===== config.mk =====
export PLATFORM = sky130hd
export DESIGN_NAME = timer_cfg_seq
export DESIGN_NICKNAME = d
export VERILOG_FILES = /design/src/rtl/timer_pkg.sv /design/src/rtl/apb_xfer_master.sv /design/src/rtl/timer_cfg_seq.sv
export SDC_FILE = /design/constraint.sdc
export NUM_CORES = 1
export LEC_CHECK = 0
export ABC_AREA = 1
export CAP_MARGIN = 20
export CELL_PAD_IN_SITES_DETAIL_PLACEMENT = 1
export CELL_PAD_IN_SITES_GLOBAL_PLACEMENT = 2
export CORE_AREA = 4 4 134 188
export DETAILED_ROUTE_END_ITERATION = 16
export DIE_AREA = 0 0 138 192
export MAX_ROUTING_LAYER = met4
export PLACE_DENSITY_LB_ADDON = 0.1
export SYNTH_ARGS = -nofsm -noshare
export SYNTH_HDL_FRONTEND = slang
export SYNTH_SLANG_ARGS = --single-unit

===== constraint.sdc =====
create_clock -name pclk -period 2.5 [get_ports pclk]
set_input_delay 0.25 -clock pclk [delete_from_list [all_inputs] [get_ports pclk]]
set_output_delay 0.25 -clock pclk [all_outputs]
set_load 0.01 [all_outputs]

===== src/rtl/timer_pkg.sv =====
// Shared definitions for the timer configuration sequencer.
// Register map, sequencer/transfer state encodings and error codes.
package timer_pkg;

    localparam logic [11:0] TCR_OFS  = 12'h001;
    localparam logic [11:0] TSR_OFS  = 12'h002;
    localparam logic [11:0] TMIN_OFS = 12'h005;
    localparam logic [11:0] TMAX_OFS = 12'h006;

    typedef enum logic [2:0] {
        IDLE,
        W_MAX,
        W_MIN,
        W_TCR,
        WAIT,
        RD_TSR,
        CLR_TSR,
        FIN
    } state_t;

    typedef enum logic [1:0] {
        ERR_NONE,
        ERR_SLVERR,
        ERR_TIMEOUT,
        ERR_ABORT
    } err_code_t;

    typedef enum logic [1:0] {
        X_IDLE,
        X_SETUP,
        X_ACCESS
    } xfer_t;

endpackage


===== src/rtl/apb_xfer_master.sv =====
// Single APB transfer engine: SETUP then ACCESS until pready.
// Address, data and direction are captured on req and held stable.
module apb_xfer_master
    import timer_pkg::*;
#(
    parameter int ADDR_WIDTH = 12
) (
    input  logic                  pclk,
    input  logic                  preset,
    input  logic                  req,
    input  logic [ADDR_WIDTH-1:0] addr,
    input  logic [7:0]            wdata,
    input  logic                  write,
    output logic                  ack,
    output logic [7:0]            rdata,
    output logic                  slverr,
    output logic                  psel,
    output logic                  penable,
    output logic                  pwrite,
    output logic [ADDR_WIDTH-1:0] paddr,
    output logic [7:0]            pwdata,
    input  logic [7:0]            prdata,
    input  logic                  pready,
    input  logic                  pslverr
);

    xfer_t ph, ph_nx;

    always_ff @(posedge pclk) begin
        if (preset) begin
            ph     <= X_IDLE;
            pwrite <= 1'b0;
            paddr  <= '0;
            pwdata <= '0;
        end else begin
            ph <= ph_nx;
            if (ph == X_IDLE && req) begin
                paddr  <= addr;
                pwdata <= wdata;
                pwrite <= write;
            end
        end
    end

    always_comb begin
        ph_nx = ph;
        unique case (ph)
            X_IDLE:   if (req) ph_nx = X_SETUP;
            X_SETUP:  ph_nx = X_ACCESS;
            X_ACCESS: if (pready) ph_nx = X_IDLE;
            default:  ph_nx = X_IDLE;
        endcase
    end

    assign psel    = (ph != X_IDLE);
    assign penable = (ph == X_ACCESS);
    assign ack     = (ph == X_ACCESS) && pready;
    assign rdata   = prdata;
    assign slverr  = ack && pslverr;

endmodule


===== src/rtl/timer_cfg_seq.sv =====
// Programs TMAX/TMIN/TCR over APB, polls TSR until a masked hit,
// clears TSR and reports done, or reports slverr/timeout/abort.
module timer_cfg_seq
    import timer_pkg::*;
#(
    parameter int ADDR_WIDTH = 12,
    parameter int POLL_W     = 16
) (
    input  logic                  pclk,
    input  logic                  preset,
    input  logic                  start,
    input  logic                  abort,
    input  logic [7:0]            cfg_tcr,
    input  logic [7:0]            cfg_max,
    input  logic [7:0]            cfg_min,
    input  logic [7:0]            cfg_flag_mask,
    input  logic [POLL_W-1:0]     poll_interval,
    input  logic [POLL_W-1:0]     timeout,
    output logic                  psel,
    output logic                  penable,
    output logic                  pwrite,
    output logic [ADDR_WIDTH-1:0] paddr,
    output logic [7:0]            pwdata,
    input  logic [7:0]            prdata,
    input  logic                  pready,
    input  logic                  pslverr,
    output logic                  busy,
    output logic                  done,
    output logic                  err,
    output logic [1:0]            err_code,
    output logic [7:0]            tsr_snap
);

    state_t            st, nx, after;
    err_code_t         code_q, ev_code;
    logic [7:0]        tcr_q, max_q, min_q, mask_q;
    logic [POLL_W-1:0] pi_q, to_q, wcnt, pcnt;
    logic              pend, abort_q, abrt, hit, tmo, wait_end;
    logic              req, ack, slverr, x_write, err_ev;
    logic [ADDR_WIDTH-1:0] x_addr;
    logic [7:0]        x_wdata, rdata;

    apb_xfer_master #(.ADDR_WIDTH(ADDR_WIDTH)) u_xfer (
        .pclk    (pclk),
        .preset  (preset),
        .req     (req),
        .addr    (x_addr),
        .wdata   (x_wdata),
        .write   (x_write),
        .ack     (ack),
        .rdata   (rdata),
        .slverr  (slverr),
        .psel    (psel),
        .penable (penable),
        .pwrite  (pwrite),
        .paddr   (paddr),
        .pwdata  (pwdata),
        .prdata  (prdata),
        .pready  (pready),
        .pslverr (pslverr)
    );

    assign abrt     = abort || abort_q;
    assign hit      = |(rdata & mask_q);
    assign wait_end = ({1'b0, wcnt} + (POLL_W+1)'(1)) >= {1'b0, pi_q};
    assign tmo      = (to_q != '0) &&
                      (({1'b0, pcnt} + (POLL_W+1)'(1)) >= {1'b0, to_q});

    always_comb begin
        nx      = st;
        after   = st;
        req     = 1'b0;
        x_addr  = '0;
        x_wdata = '0;
        x_write = 1'b0;
        err_ev  = 1'b0;
        ev_code = ERR_NONE;
        unique case (st)
            W_MAX: begin
                x_addr  = ADDR_WIDTH'(TMAX_OFS);
                x_wdata = max_q;
                x_write = 1'b1;
                after   = W_MIN;
            end
            W_MIN: begin
                x_addr  = ADDR_WIDTH'(TMIN_OFS);
                x_wdata = min_q;
                x_write = 1'b1;
                after   = W_TCR;
            end
            W_TCR: begin
                x_addr  = ADDR_WIDTH'(TCR_OFS);
                x_wdata = tcr_q;
                x_write = 1'b1;
                after   = WAIT;
            end
            RD_TSR: begin
                x_addr = ADDR_WIDTH'(TSR_OFS);
                after  = hit ? CLR_TSR : (tmo ? IDLE : WAIT);
            end
            CLR_TSR: begin
                x_addr  = ADDR_WIDTH'(TSR_OFS);
                x_write = 1'b1;
                after   = FIN;
            end
            default: ;
        endcase

        if (st == IDLE) begin
            if (start) nx = W_MAX;
        end else if (st == FIN) begin
            nx = IDLE;
        end else if (st == WAIT) begin
            if (abrt) begin
                nx      = IDLE;
                err_ev  = 1'b1;
                ev_code = ERR_ABORT;
            end else if (wait_end) begin
                nx = RD_TSR;
            end
        end else if (!pend) begin
            // Abort before the transfer is issued: nothing in flight.
            if (abrt) begin
                nx      = IDLE;
                err_ev  = 1'b1;
                ev_code = ERR_ABORT;
            end else begin
                req = 1'b1;
            end
        end else if (ack) begin
            if (slverr) begin
                nx      = IDLE;
                err_ev  = 1'b1;
                ev_code = ERR_SLVERR;
            end else if (abrt) begin
                nx      = IDLE;
                err_ev  = 1'b1;
                ev_code = ERR_ABORT;
            end else begin
                nx = after;
                if (st == RD_TSR && !hit && tmo) begin
                    err_ev  = 1'b1;
                    ev_code = ERR_TIMEOUT;
                end
            end
        end
    end

    always_ff @(posedge pclk) begin
        if (preset) begin
            st       <= IDLE;
            code_q   <= ERR_NONE;
            err      <= 1'b0;
            pend     <= 1'b0;
            abort_q  <= 1'b0;
            tsr_snap <= '0;
            tcr_q    <= '0;
            max_q    <= '0;
            min_q    <= '0;
            mask_q   <= '0;
            pi_q     <= '0;
            to_q     <= '0;
            wcnt     <= '0;
            pcnt     <= '0;
        end else begin
            st  <= nx;
            err <= err_ev;
            if (st == IDLE && start) begin
                tcr_q  <= cfg_tcr;
                max_q  <= cfg_max;
                min_q  <= cfg_min;
                mask_q <= cfg_flag_mask;
                pi_q   <= poll_interval;
                to_q   <= timeout;
                code_q <= ERR_NONE;
                pcnt   <= '0;
            end
            if (err_ev) code_q <= ev_code;
            if (nx == IDLE) abort_q <= 1'b0;
            else if (abort && st != IDLE) abort_q <= 1'b1;
            if (req) pend <= 1'b1;
            else if (ack) pend <= 1'b0;
            wcnt <= (st == WAIT) ? wcnt + POLL_W'(1) : '0;
            if (st == RD_TSR && ack) begin
                tsr_snap <= rdata;
                // Poll counter saturates instead of wrapping.
                if (!slverr && !hit && pcnt != {POLL_W{1'b1}})
                    pcnt <= pcnt + POLL_W'(1);
            end
        end
    end

    assign busy     = (st != IDLE);
    assign done     = (st == FIN);
    assign err_code = code_q;

endmodule


Word-level counts from Yosys, hierarchy flattened
Cells that the tools add are included.
{"block": "totals", "inputBits": 78, "reg_bits": 135, "output_inout_bits": 36, "wordCells": 116}
{"block": "classes", "eq_ne": 12, "muxes": 50, "n_reduce_logical": 28, "bitwise": 2, "n_lt_le_gt_ge": 2, "addsub": 4}
{"operator": "$mux W16", "n": 3}
{"operator": "$mux W3", "n": 13}
{"operator": "$add A16 B1 Y17 const B", "n": 2}
{"operator": "$ge A17 B16 Y1", "n": 2}
{"operator": "$add A16 B1 Y16 const B", "n": 2}
{"operator": "$mux W2", "n": 13}
{"operator": "$pmux W8 S3", "n": 1}
{"operator": "$mux W1", "n": 17}
{"operator": "$ne A16 B16 Y1 const B", "n": 1}
{"operator": "$reduce_bool A16 Y1", "n": 1}
{"operator": "$pmux W3 S5", "n": 1}
{"operator": "$eq A3 B3 Y1 const B", "n": 4}
{"operator": "$pmux W3 S4", "n": 1}
{"operator": "$logic_and A1 B1 Y1", "n": 11}
{"operator": "$and A8 B8 Y8", "n": 1}
{"operator": "$reduce_or A8 Y1", "n": 1}
{"operator": "$eq A3 B2 Y1 const B", "n": 2}
{"operator": "$logic_not A3 Y1", "n": 2}
{"operator": "$pmux W2 S3", "n": 1}
{"operator": "$reduce_bool A2 Y1", "n": 3}
{"operator": "$reduce_or A2 Y1", "n": 3}
{"operator": "$ne A2 B1 Y1 const B", "n": 2}
{"operator": "$reduce_or A4 Y1", "n": 1}
{"operator": "$eq A3 B1 Y1 const B", "n": 1}
{"operator": "8 further kinds", "n": 9}

Logic depth before layout (Yosys ltp)
Gate-level depths: netlist of run 1.
{"block": "depth", "word_depth": 15, "ltp_mapped": 26, "mapped_depth_nobuf": 26}

Modules after synthesis
Synthesis of run 1 repeated with hierarchy kept, for this count alone.
{"block": "unflattened", "hier_cells": 945, "area_unflattened_um2": 6810.3}
{"mod": "timer_cfg_seq", "cells_each": 784, "seq_area_each_um2": 2242.2, "n_inst": 1, "area_per_inst_um2": 5685.5}
{"mod": "apb_xfer_master", "cells_each": 161, "seq_area_each_um2": 460.4, "n_inst": 1, "area_per_inst_um2": 1124.8}

Worst setup path before layout of run 1
OpenSTA, ideal clock, no wires.
{"block": "synth_path", "kind": "flip-flop to flip-flop", "startpoint": "register pcnt[0]", "endpoint": "register code_q[1], in the netlist err_code[1]", "synth_period_minus_slack_ps": 2743, "t_arrival_ps": 2631, "n_path_buf": 0, "stages_incl_launch_ff": 25, "path_slack_ps": -243, "cell_sequence": "dfxtp_1 > ha_1 > nand2_1 > nor2_2 > nand2_1 > nor2_1 > nand2_1 > nor2_1 > xor2_1 > ha_1 > nand2_1 > nor2_1 > and2_1 > nand2_1 > nand3_1 > nor2_1 > nand2_1 > nand4_1 > nand3_1 > nand2_1 > nand2_1 > nand2_1 > nor2_2 > nand2_1 > nand2_1"}
{"block": "synth_via", "elab_chain_cells": 13}
{"item": "start, declared", "line_no": "timer_cfg_seq.sv:37", "rtl": "logic [POLL_W-1:0] pi_q, to_q, wcnt, pcnt;"}
{"item": "start signal, assigned", "line_no": "timer_cfg_seq.sv:188", "rtl": "pcnt <= pcnt + POLL_W'(1);"}
{"item": "$add A16 B1 Y17 *", "line_no": "timer_cfg_seq.sv:67", "rtl": "(({1'b0, pcnt} + (POLL_W+1)'(1)) >= {1'b0, to_q});"}
{"item": "$ge A17 B16 Y1 *", "line_no": "timer_cfg_seq.sv:67"}
{"item": "$logic_and A1 B1 Y1 *", "line_no": "timer_cfg_seq.sv:66", "rtl": "assign tmo = (to_q != '0) &&"}
{"item": "$logic_and A1 B1 Y1 *", "line_no": "timer_cfg_seq.sv:141", "rtl": "if (st == RD_TSR && !hit && tmo) begin"}
{"item": "$mux W2 or $mux W1 (tied branches)", "line_no": "timer_cfg_seq.sv:141"}
{"item": "$mux W2 or $mux W1 (tied branches)", "line_no": "timer_cfg_seq.sv:135", "rtl": "end else if (abrt) begin"}
{"item": "$mux W2 or $mux W1 (tied branches)", "line_no": "timer_cfg_seq.sv:131", "rtl": "if (slverr) begin"}
{"item": "$mux W2 or $mux W1 (tied branches)", "line_no": "timer_cfg_seq.sv:130", "rtl": "end else if (ack) begin"}
{"item": "$mux W2 or $mux W1 (tied branches)", "line_no": "timer_cfg_seq.sv:121", "rtl": "end else if (!pend) begin"}
{"item": "$mux W2 or $mux W1 (tied branches)", "line_no": "timer_cfg_seq.sv:113", "rtl": "end else if (st == WAIT) begin"}
{"item": "$mux W2 or $mux W1 (tied branches)", "line_no": "timer_cfg_seq.sv:111", "rtl": "end else if (st == FIN) begin"}
{"item": "$mux W2 or $mux W1 (tied branches)", "line_no": "timer_cfg_seq.sv:109", "rtl": "if (st == IDLE) begin"}
{"item": "$mux W2 or $reduce_bool A2 Y1 (tied branches)"}
{"item": "end signal, assigned", "line_no": "timer_cfg_seq.sv:178", "rtl": "if (err_ev) code_q <= ev_code;"}
{"item": "end, declared", "line_no": "timer_cfg_seq.sv:35", "rtl": "err_code_t code_q, ev_code;"}
Every way passes the cells marked *; elsewhere a longest branch is shown, timed or not.
A chain may end at the register's enable or synchronous reset.

Worst setup path in the final report of run 1
{"block": "layout_path", "startpoint": "register wcnt[0]", "endpoint": "register abort_q"}
{"block": "layout_via", "elab_chain_cells": 9}
{"item": "start, declared", "line_no": "timer_cfg_seq.sv:37"}
{"item": "start signal, assigned", "line_no": "timer_cfg_seq.sv:183", "rtl": "wcnt <= (st == WAIT) ? wcnt + POLL_W'(1) : '0;"}
{"item": "$add A16 B1 Y17", "line_no": "timer_cfg_seq.sv:65", "rtl": "assign wait_end = ({1'b0, wcnt} + (POLL_W+1)'(1)) >= {1'b0, pi_q};"}
{"item": "$ge A17 B16 Y1", "line_no": "timer_cfg_seq.sv:65"}
{"item": "$mux W3", "line_no": "timer_cfg_seq.sv:118", "rtl": "end else if (wait_end) begin"}
{"item": "$mux W3", "line_no": "timer_cfg_seq.sv:114", "rtl": "if (abrt) begin"}
{"item": "$mux W3", "line_no": "timer_cfg_seq.sv:113"}
{"item": "$mux W3", "line_no": "timer_cfg_seq.sv:111"}
{"item": "$mux W3", "line_no": "timer_cfg_seq.sv:109"}
{"item": "$logic_not A3 Y1", "line_no": "timer_cfg_seq.sv:179", "rtl": "if (nx == IDLE) abort_q <= 1'b0;"}
{"item": "$reduce_or A2 Y1 (no line)"}
{"item": "end signal, assigned", "line_no": "timer_cfg_seq.sv:155", "rtl": "abort_q <= 1'b0;"}
{"item": "end signal, assigned", "line_no": "timer_cfg_seq.sv:179"}
{"item": "end signal, assigned", "line_no": "timer_cfg_seq.sv:180", "rtl": "else if (abort && st != IDLE) abort_q <= 1'b1;"}
{"item": "end, declared", "line_no": "timer_cfg_seq.sv:38", "rtl": "logic pend, abort_q, abrt, hit, tmo, wait_end;"}
Every way passes these cells.

==> key figures, run 1 <==
Clock tree
  – Clk sinks: 126
  – CTS buffer count: 17
  – H-tree depth: 4
  – CTS tree: yes
  – Clock transition at path regs: 0.06 ns
  – CTS Buffer Depth: 2
  – Root Driver: clkbuf_16
  – Worst-skew pair later-pin latency: 0.43 ns
  – Hold_buf cts: 0

Timing
  – Hold Vio Cnt, Final: 0
  – Final min period: 2.79 ns
  – Tcrit/Tclk final: 1.12
  – Rel. slew slack: 0.561
  – Max Freq: 359 MHz
  – Worst Skew: 0.0111 ns
  – RSZ-0062 raised after global routing: true
  – Max-slew violations: 0
  – Fin Hold WS: 0.363 ns
  – Setup violations, final: 6
  – Setup ws final: -0.288 ns
  – Worst Max-Slew Pin Slew: 0.657 ns

GRT
  – Met2 Use GR: 0.285
  – Global-route wire length before repair: 33200 µm
  – Met3 usage: 0.0294
  – Number of global-route vias before repair: 6398
  – Top Usage Layer GRT: met2
  – Total grt overflow: 0
  – Largest net degree at the start of global routing: 77
  – Global-route usage over all layers: 0.160
  – Initial antenna violation count: 0
  – Grt met1 use: 0.183

Die
  – Die H: 192 µm
  – Initial Util: 0.266
  – Die extent in x: 138 µm
  – CORE AREA: 23600 µm²
  – Die ar.: 26500 µm²
  – I/O Pins: 114
  – Core Rows: 67

Power and ir drop
  – LEAKAGE: 0.00408 µW
  – Worst vdd ir: 0.492 mV
  – Pwr per Cell Area: 585 nW/µm²

Min path
  – Hold Path Class: input pin to register

Drt
  – DRT iter0 DRCs: 192
  – Vias per inst: 4.50
  – Drt drc: 0
  – Vias: 6109
  – DRT antenna net count: 0
  – Drt pass-1 iters: 4
  – Final wirelength: 20400 µm
  – Routed WL per cell: 15.0 µm

Final layout
  – Final core occ: 0.390
  – Sequential Area: 2540 µm²
  – Area grow syn2layout: 46.7%
  – Fin nets: 1149
  – N_diodes: 0
  – Layout cell share with drive strength beyond 1: 0.194
  – Filler cells: 2858
  – Area occupied by multi-input gates: 3480 µm²
  – Non-filler instance count after layout: 1359

Synth
  – FF+latch count, synth: 126
  – Sequential cell area fraction in the yosys report: 0.401
  – Synth async-reset ratio: 0
  – Library cells used by synthesis: 43
  – Netlist Area Pre-Place: 6280 µm²
  – Syn_area_per_cell: 7.25 µm²
  – Synth warn: 0
  – Post-synth EDFFs: 0
  – Mapped Cells: 867
  – Primary FF master, synth: dfxtp_1

Place
  – Gpl congestion: 0.779
  – Post-DP HPWL: 14900 µm
  – Cells after DPL: 1314
  – Port bufs: 104
  – Placement Setup Slack: -0.458 ns

Status
  – Status: complete, but fails checks
  – Failing checks: negative setup slack

Setup path
  – CP max FO: 4
  – Req. time, crit path: 2.81 ns
  – Arr. time, crit path: 3.10 ns
  – Crit end category: register
  – Crit path kind: register to register
  – CP startpoint kind: register

Run
  – # Max-Cap Violations: 0
==> critical path, cell delays in order, from the launching register on <==
cell and delay, ns:
dfxtp_2 0.35, ha_4 0.13, nand2_2 0.04, inv_2 0.07, nand2_4 0.06, nor2_4 0.09, nand4_1 0.16, nor2_4 0.19
buf_4 0.13, nor2_1 0.04, ha_1 0.30, a21oi_2 0.13, nor2_1 0.06, a211oi_2 0.25, nand2_1 0.10, nand3_1 0.07
nand3_1 0.09, nand2_1 0.07, nand2_1 0.05, nand2_1 0.07, nand2_1 0.05, nor2_1 0.10, a21oi_1 0.07
==> cells by family (layout without fill, tap and decap cells) <==
group / after synthesis / count (layout) / synth area share
AO/OA/AOI/OAI: 209 / 209 / 0.179
adder cells (fa/ha/maj): 34 / 34 / 0.0677
flip-flops: 126 / 126 / 0.401
XOR/XNOR: 21 / 21 / 0.0305
AND/OR/NAND/NOR: 301 / 301 / 0.210
buffers and inverters: 175 / 349 / 0.111
other: 1 / 9 / 0.000597
==> per-stage QoR <==
| step | power, µW | setup TNS (ns) | cell area, µm² |
|---|---|---|---|
| global route | 5650 | -2.73 | 9220 |
| floorplan | 2510 | -0.355 | 6370 |
| detailed placement | 2790 | -2.15 | 8160 |
| CTS | 5470 | -1.75 | 8990 |
| global placement | 2790 | -1.85 | 8160 |
| finish | 5390 | -1.33 | 9220 |
==> report_power, final <==
group          internal (µW)  leakage, µW  switching (µW)
clock                   1620     0.000292             998
combinational            279      0.00275             356
sequential              2100      0.00104            32.8
total                   4000      0.00408            1390
==> cell usage in the layout, fill, tap and decap left out, drive strengths merged, types with 3 or more instances in the layout <==
cell type / count
nand4: 12
nand3b: 4
a22o: 4
o22ai: 6
dfxtp: 126
nand3: 31
inv: 132
clkbuf: 19
nor2: 104
clkdlybuf4s50: 103
xor2: 16
conb: 9
a211oi: 9
ha: 34
bufinv: 3
clkinv: 5
o211ai: 3
buf: 84
nor3: 17
a31oi: 5
o21ai: 74
xnor2: 5
a21oi: 101
clkinvlp: 3
nand2: 127
==> final cells by class <==
class                   instances  share of cell area
clock buffers                  19              0.0491
clock inverters                12              0.0175
inverters                     131              0.0533
multi-input cells             574               0.377
flip-flops and latches        126               0.275
well taps                     310              0.0421
repair buffers                187               0.185
==> cell usage after synthesis, drive strengths merged (2+ instances only) <==
cell type	count	area, µm²
a21o	2	15.0
nor3	17	90.1
inv	130	488
nand3b	4	30.0
o21ai	74	370
a22o	4	35.0
nor2	104	423
nand2	127	482
a211oi	9	67.6
xor2	16	140
a21oi	101	505
o22ai	6	37.5
dfxtp	126	2520
xnor2	5	51.3
nand4	12	81.3
o211ai	3	22.5
buf	15	97.6
ha	34	425
clkbuf	29	109
a31oi	5	31.3
o221ai	2	17.5
nand3	31	160
==> state kept, by name, summed over array words and instances, names as in the netlist, 2 cells and up <==
name and cells:
err_code 2, mask_q 8, max_q 8, min_q 8, pcnt 16, pi_q 16, st 3, tcr_q 8
to_q 16, tsr_snap 8, u_xfer.paddr 3, u_xfer.ph 2, u_xfer.pwdata 8, wcnt 16
==> timing repair <==
item                                   in CTS  in global routing
setup endpoints to repair                   6                  6
resized for setup                          30                 42
pin swaps                                  36                 29
setup buffers                              10                  5
endpoints found under the hold margin       0                  0
==> metal layers <==
metal,wire length (µm),vias to the layer above
met5,0,-
met4,312,0
met3,443,18
met2,10600,86
met1,9050,2866
li1,-,3139
==> worst paths after layout <==
check        startpoint     endpoint  slack [ns]  cells past startpoint
max             wcnt[0]      abort_q       -0.29                     22
min              preset  tsr_snap[2]        0.36                      4
max reg2reg     wcnt[0]      abort_q       -0.29                     22
min reg2reg    min_q[1]     min_q[1]        0.45                      2
Power figures use the tool's default switching activity.
==> run 2, diff against run 1 <==
--- a/config.mk
+++ b/config.mk
@@ -13,7 +13,7 @@
 export DETAILED_ROUTE_END_ITERATION = 16
 export DIE_AREA = 0 0 138 192
 export MAX_ROUTING_LAYER = met4
-export PLACE_DENSITY_LB_ADDON = 0.1
+export PLACE_DENSITY = 0.75
 export SYNTH_ARGS = -nofsm -noshare
 export SYNTH_HDL_FRONTEND = slang
 export SYNTH_SLANG_ARGS = --single-unit
==> run 2 against run 1 <==
Compared with the run above:
- the flow still finishes with violations (negative setup slack)
- die area unchanged
- sequential power about the same
- clock-buffer cell count up 2
- maximum frequency down 2.2%
- worst hold slack worse by 0.068 ns
- first-iteration DRC count down 11%
- combinational power up 2%
- core utilization down 0.83 points
==> key figures, run 2 (same netlist as run 1, synthesis figures left out) <==
Run
  – # Max-Cap Violations: 0 (unchanged)

Clock tree
  – Clk sinks: 126 (unchanged)
  – CTS buffer count: 17 (unchanged)
  – H-tree depth: 4 (unchanged)
  – Worst-skew pair later-pin latency: 0.42 ns (was 0.43 ns)
  – CTS Buffer Depth: 2 (unchanged)
  – Clock transition at path regs: 0.06 ns (about the same)
  – Root Driver: clkbuf_16 (unchanged)
  – Hold_buf cts: 0 (unchanged)
  – CTS tree: yes (unchanged)

Min path
  – Hold Startpoint: preset (unchanged)
  – Hold Path Depth: 4 (unchanged)
  – Hold Path End: tsr_snap[3] (was tsr_snap[2])
  – Hold Path Class: input pin to register (unchanged)

Timing
  – Worst Max-Slew Pin Slew: 0.628 ns (was 0.657 ns)
  – Worst Skew: 0.00964 ns (was 0.0111 ns)
  – Setup violations, final: 6 (unchanged)
  – Max Freq: 351 MHz (was 359 MHz)
  – Fin Hold WS: 0.295 ns (was 0.363 ns)
  – Setup ws final: -0.351 ns (was -0.288 ns)
  – RSZ-0062 raised after global routing: true (unchanged)
  – Tcrit/Tclk final: 1.14 (was 1.12)
  – Hold Vio Cnt, Final: 0 (unchanged)
  – Max-slew violations: 0 (unchanged)
  – Rel. slew slack: 0.580 (was 0.561)
  – Final min period: 2.85 ns (was 2.79 ns)
  – Post-Route Setup TNS: -1.51 ns (was -1.33 ns)

Final layout
  – Layout cell share with drive strength beyond 1: 0.184 (was 0.194)
  – Final core occ: 0.382 (was 0.390)
  – Cell area after layout: 9020 µm² (was 9220 µm²)
  – Area grow syn2layout: 43.6% (was 46.7%)
  – Fin nets: 1151 (was 1149)
  – Filler cells: 2877 (was 2858)
  – Most common cell after layout, fill and taps aside: inv_1 (unchanged)
  – Commonest non-fill, non-tap cells in the layout: inv_1 (123), dfxtp_1 (117), nand2_1 (110), clkdlybuf4s50_1 (103), a21oi_1 (97) (was inv_1 (122), dfxtp_1 (117), nand2_1 (109), clkdlybuf4s50_1 (103), a21oi_1 (99))
  – N_diodes: 0 (unchanged)

Die
  – Die H: 192 µm (unchanged)
  – Die extent in x: 138 µm (unchanged)
  – Die ar.: 26500 µm² (unchanged)
  – CORE AREA: 23600 µm² (unchanged)
  – Core Rows: 67 (unchanged)
  – Initial Util: 0.266 (unchanged)
  – I/O Pins: 114 (unchanged)

Setup path
  – RR Endpoint: abort_q (unchanged)
  – Worst path max stage delay: 0.35 ns (about the same)
  – Crit path kind: register to register (unchanged)
  – Worst-path cell chain: ha_4 -> nand2_2 -> inv_2 -> nand2_2 -> nor2_4 -> nand4_1 -> nor2_2 -> nand3_2 -> nor2_2 -> xor2_1 -> ha_1 -> a21oi_2 -> o211ai_1 -> a31oi_1 -> nand3_1 -> nand2_1 -> nand2_2 -> nand2_2 -> nand2_2 -> nor2_2 -> a21oi_1 (was ha_4 -> nand2_2 -> inv_2 -> nand2_4 -> nor2_4 -> nand4_1 -> nor2_4 -> buf_4 -> nor2_1 -> ha_1 -> a21oi_2 -> nor2_1 -> a211oi_2 -> nand2_1 -> nand3_1 -> nand3_1 -> nand2_1 -> nand2_1 -> nand2_1 -> nand2_1 -> nor2_1 -> a21oi_1)
  – Most frequent CP cell: nand2_2 (was nand2_1)
  – Req. time, crit path: 2.82 ns (was 2.81 ns)
  – CP startpoint kind: register (unchanged)
  – R2R depth: 21 (was 22)
  – CP max FO: 3 (was 4)
  – Critical path startpoint: wcnt[1] (was wcnt[0])
  – Reg2reg setup slack: -0.35 ns (was -0.29 ns)
  – Crit end category: register (unchanged)
  – Slowest CP cell: dfxtp_2 (unchanged)
  – Arr. time, crit path: 3.17 ns (was 3.10 ns)
  – R2R Path Start: wcnt[1] (was wcnt[0])

Place
  – Dpl cell area: 8160 µm² (about the same)
  – Post-DP HPWL: 14800 µm (was 14900 µm)
  – Gpl congestion: 0.769 (was 0.779)
  – Port bufs: 104 (unchanged)
  – Placement Setup Slack: -0.439 ns (was -0.458 ns)

Power and ir drop
  – LEAKAGE: 0.00400 µW (was 0.00408 µW)
  – NetSw: 1330 µW (was 1390 µW)
  – Switching part of the total: 0.263 (was 0.257)
  – Power share of the clock group: 0.449 (was 0.487)
  – Pwr per Cell Area: 559 nW/µm² (was 585 nW/µm²)
  – Comb pwr share: 0.128 (was 0.118)
  – Worst vdd ir: 0.482 mV (was 0.492 mV)
  – Internal: 3720 µW (was 4000 µW)
  – Share of total power in sequential cells: 0.423 (was 0.396)

GRT
  – Initial antenna violation count: 0 (unchanged)
  – Total grt overflow: 0 (unchanged)
  – Number of global-route vias before repair: 6532 (was 6398)
  – Global-route wire length before repair: 32600 µm (was 33200 µm)
  – Largest net degree at the start of global routing: 42 (was 77)
  – Global-route usage over all layers: 0.157 (was 0.160)

Drt
  – Final wirelength: 19900 µm (was 20400 µm)
  – DRT iter0 DRCs: 170 (was 192)
  – Vias: 6154 (was 6109)
  – Routed WL per cell: 14.6 µm (was 15.0 µm)
  – Drt drc: 0 (unchanged)
  – Drt pass-1 iters: 4 (unchanged)
  – Vias per inst: 4.52 (was 4.50)
  – DRT antenna net count: 0 (unchanged)

Status
  – Status: complete, but fails checks (unchanged)
  – Failing checks: negative setup slack (unchanged)
-- run 2: per-stage QoR --
stage	instances	power [µW]
6_report	1361	5050
5_1_grt	1361	5330
4_1_cts	1356	5140
3_5_place_dp	1316	2810
3_3_place_gp	1316	2800
2_1_floorplan	875	2510
-- run 2: cell type report --
class	count	area (µm²)	area share
Inverter	131	492	0.0545
Tap cell	310	388	0.0430
Timing Repair Buffer	189	1710	0.189
Clock buffer	21	470	0.0521
Multi-Input combinational cell	574	3360	0.372
Sequential cell	126	2540	0.282
Clock inverter	10	66.3	0.00735
-- run 2: layer usage --
| metal | global-route usage | share of wire | vias up |
|---|---|---|---|
| met4 | 0.0449 | 0.013 | 0 |
| met1 | 0.171 | 0.43 | 2904 |
| met3 | 0.0359 | 0.023 | 14 |
| li1 | - | - | 3150 |
| met2 | 0.287 | 0.54 | 86 |
| met5 | - | 0 | - |
-- run 2: timing repair --
item	CTS	global route
endpoints found under the hold margin	0	0
pin swaps	34	30
setup endpoints to repair	6	6
setup buffers	9	5
resized for setup	28	30
-- run 2: power by group through the flow --
stage	Sequential [µW]	Clock [µW]	Combinational, µW
6_report	2130	2270	647
5_1_grt	2140	2460	733
4_1_cts	2130	2350	647
3_5_place_dp	2180	0	629
3_3_place_gp	2180	0	621
2_1_floorplan	2170	0	336
-- run 2: how the worst max path moves through the flow --
stage	to	slack [ns]
after floorplan	abort_q	-0.12
after global placement	abort_q	-0.37
after detailed placement	abort_q	-0.44
after CTS	abort_q	-0.37
after global routing	abort_q	-0.74
final	abort_q	-0.35
-- run 2: critical path: cells and delay by family, from the launching register on --
family / cells / cell delay [ns]
flip-flops: 1 / 0.35
AO/OA/AOI/OAI: 4 / 0.46
AND/OR/NAND/NOR: 13 / 1.26
XOR/XNOR: 1 / 0.21
adder cells (fa/ha/maj): 2 / 0.42
buffers and inverters: 1 / 0.05
==> run 3, diff against run 2 <==
--- a/config.mk
+++ b/config.mk
@@ -6,6 +6,7 @@
 export NUM_CORES = 1
 export LEC_CHECK = 0
 export ABC_AREA = 1
+export ABC_CLOCK_PERIOD_IN_PS = 2500
 export CAP_MARGIN = 20
 export CELL_PAD_IN_SITES_DETAIL_PLACEMENT = 1
 export CELL_PAD_IN_SITES_GLOBAL_PLACEMENT = 2
==> results of run 3 <==
Final layout, timing and power as in run 2 (identical DEF).
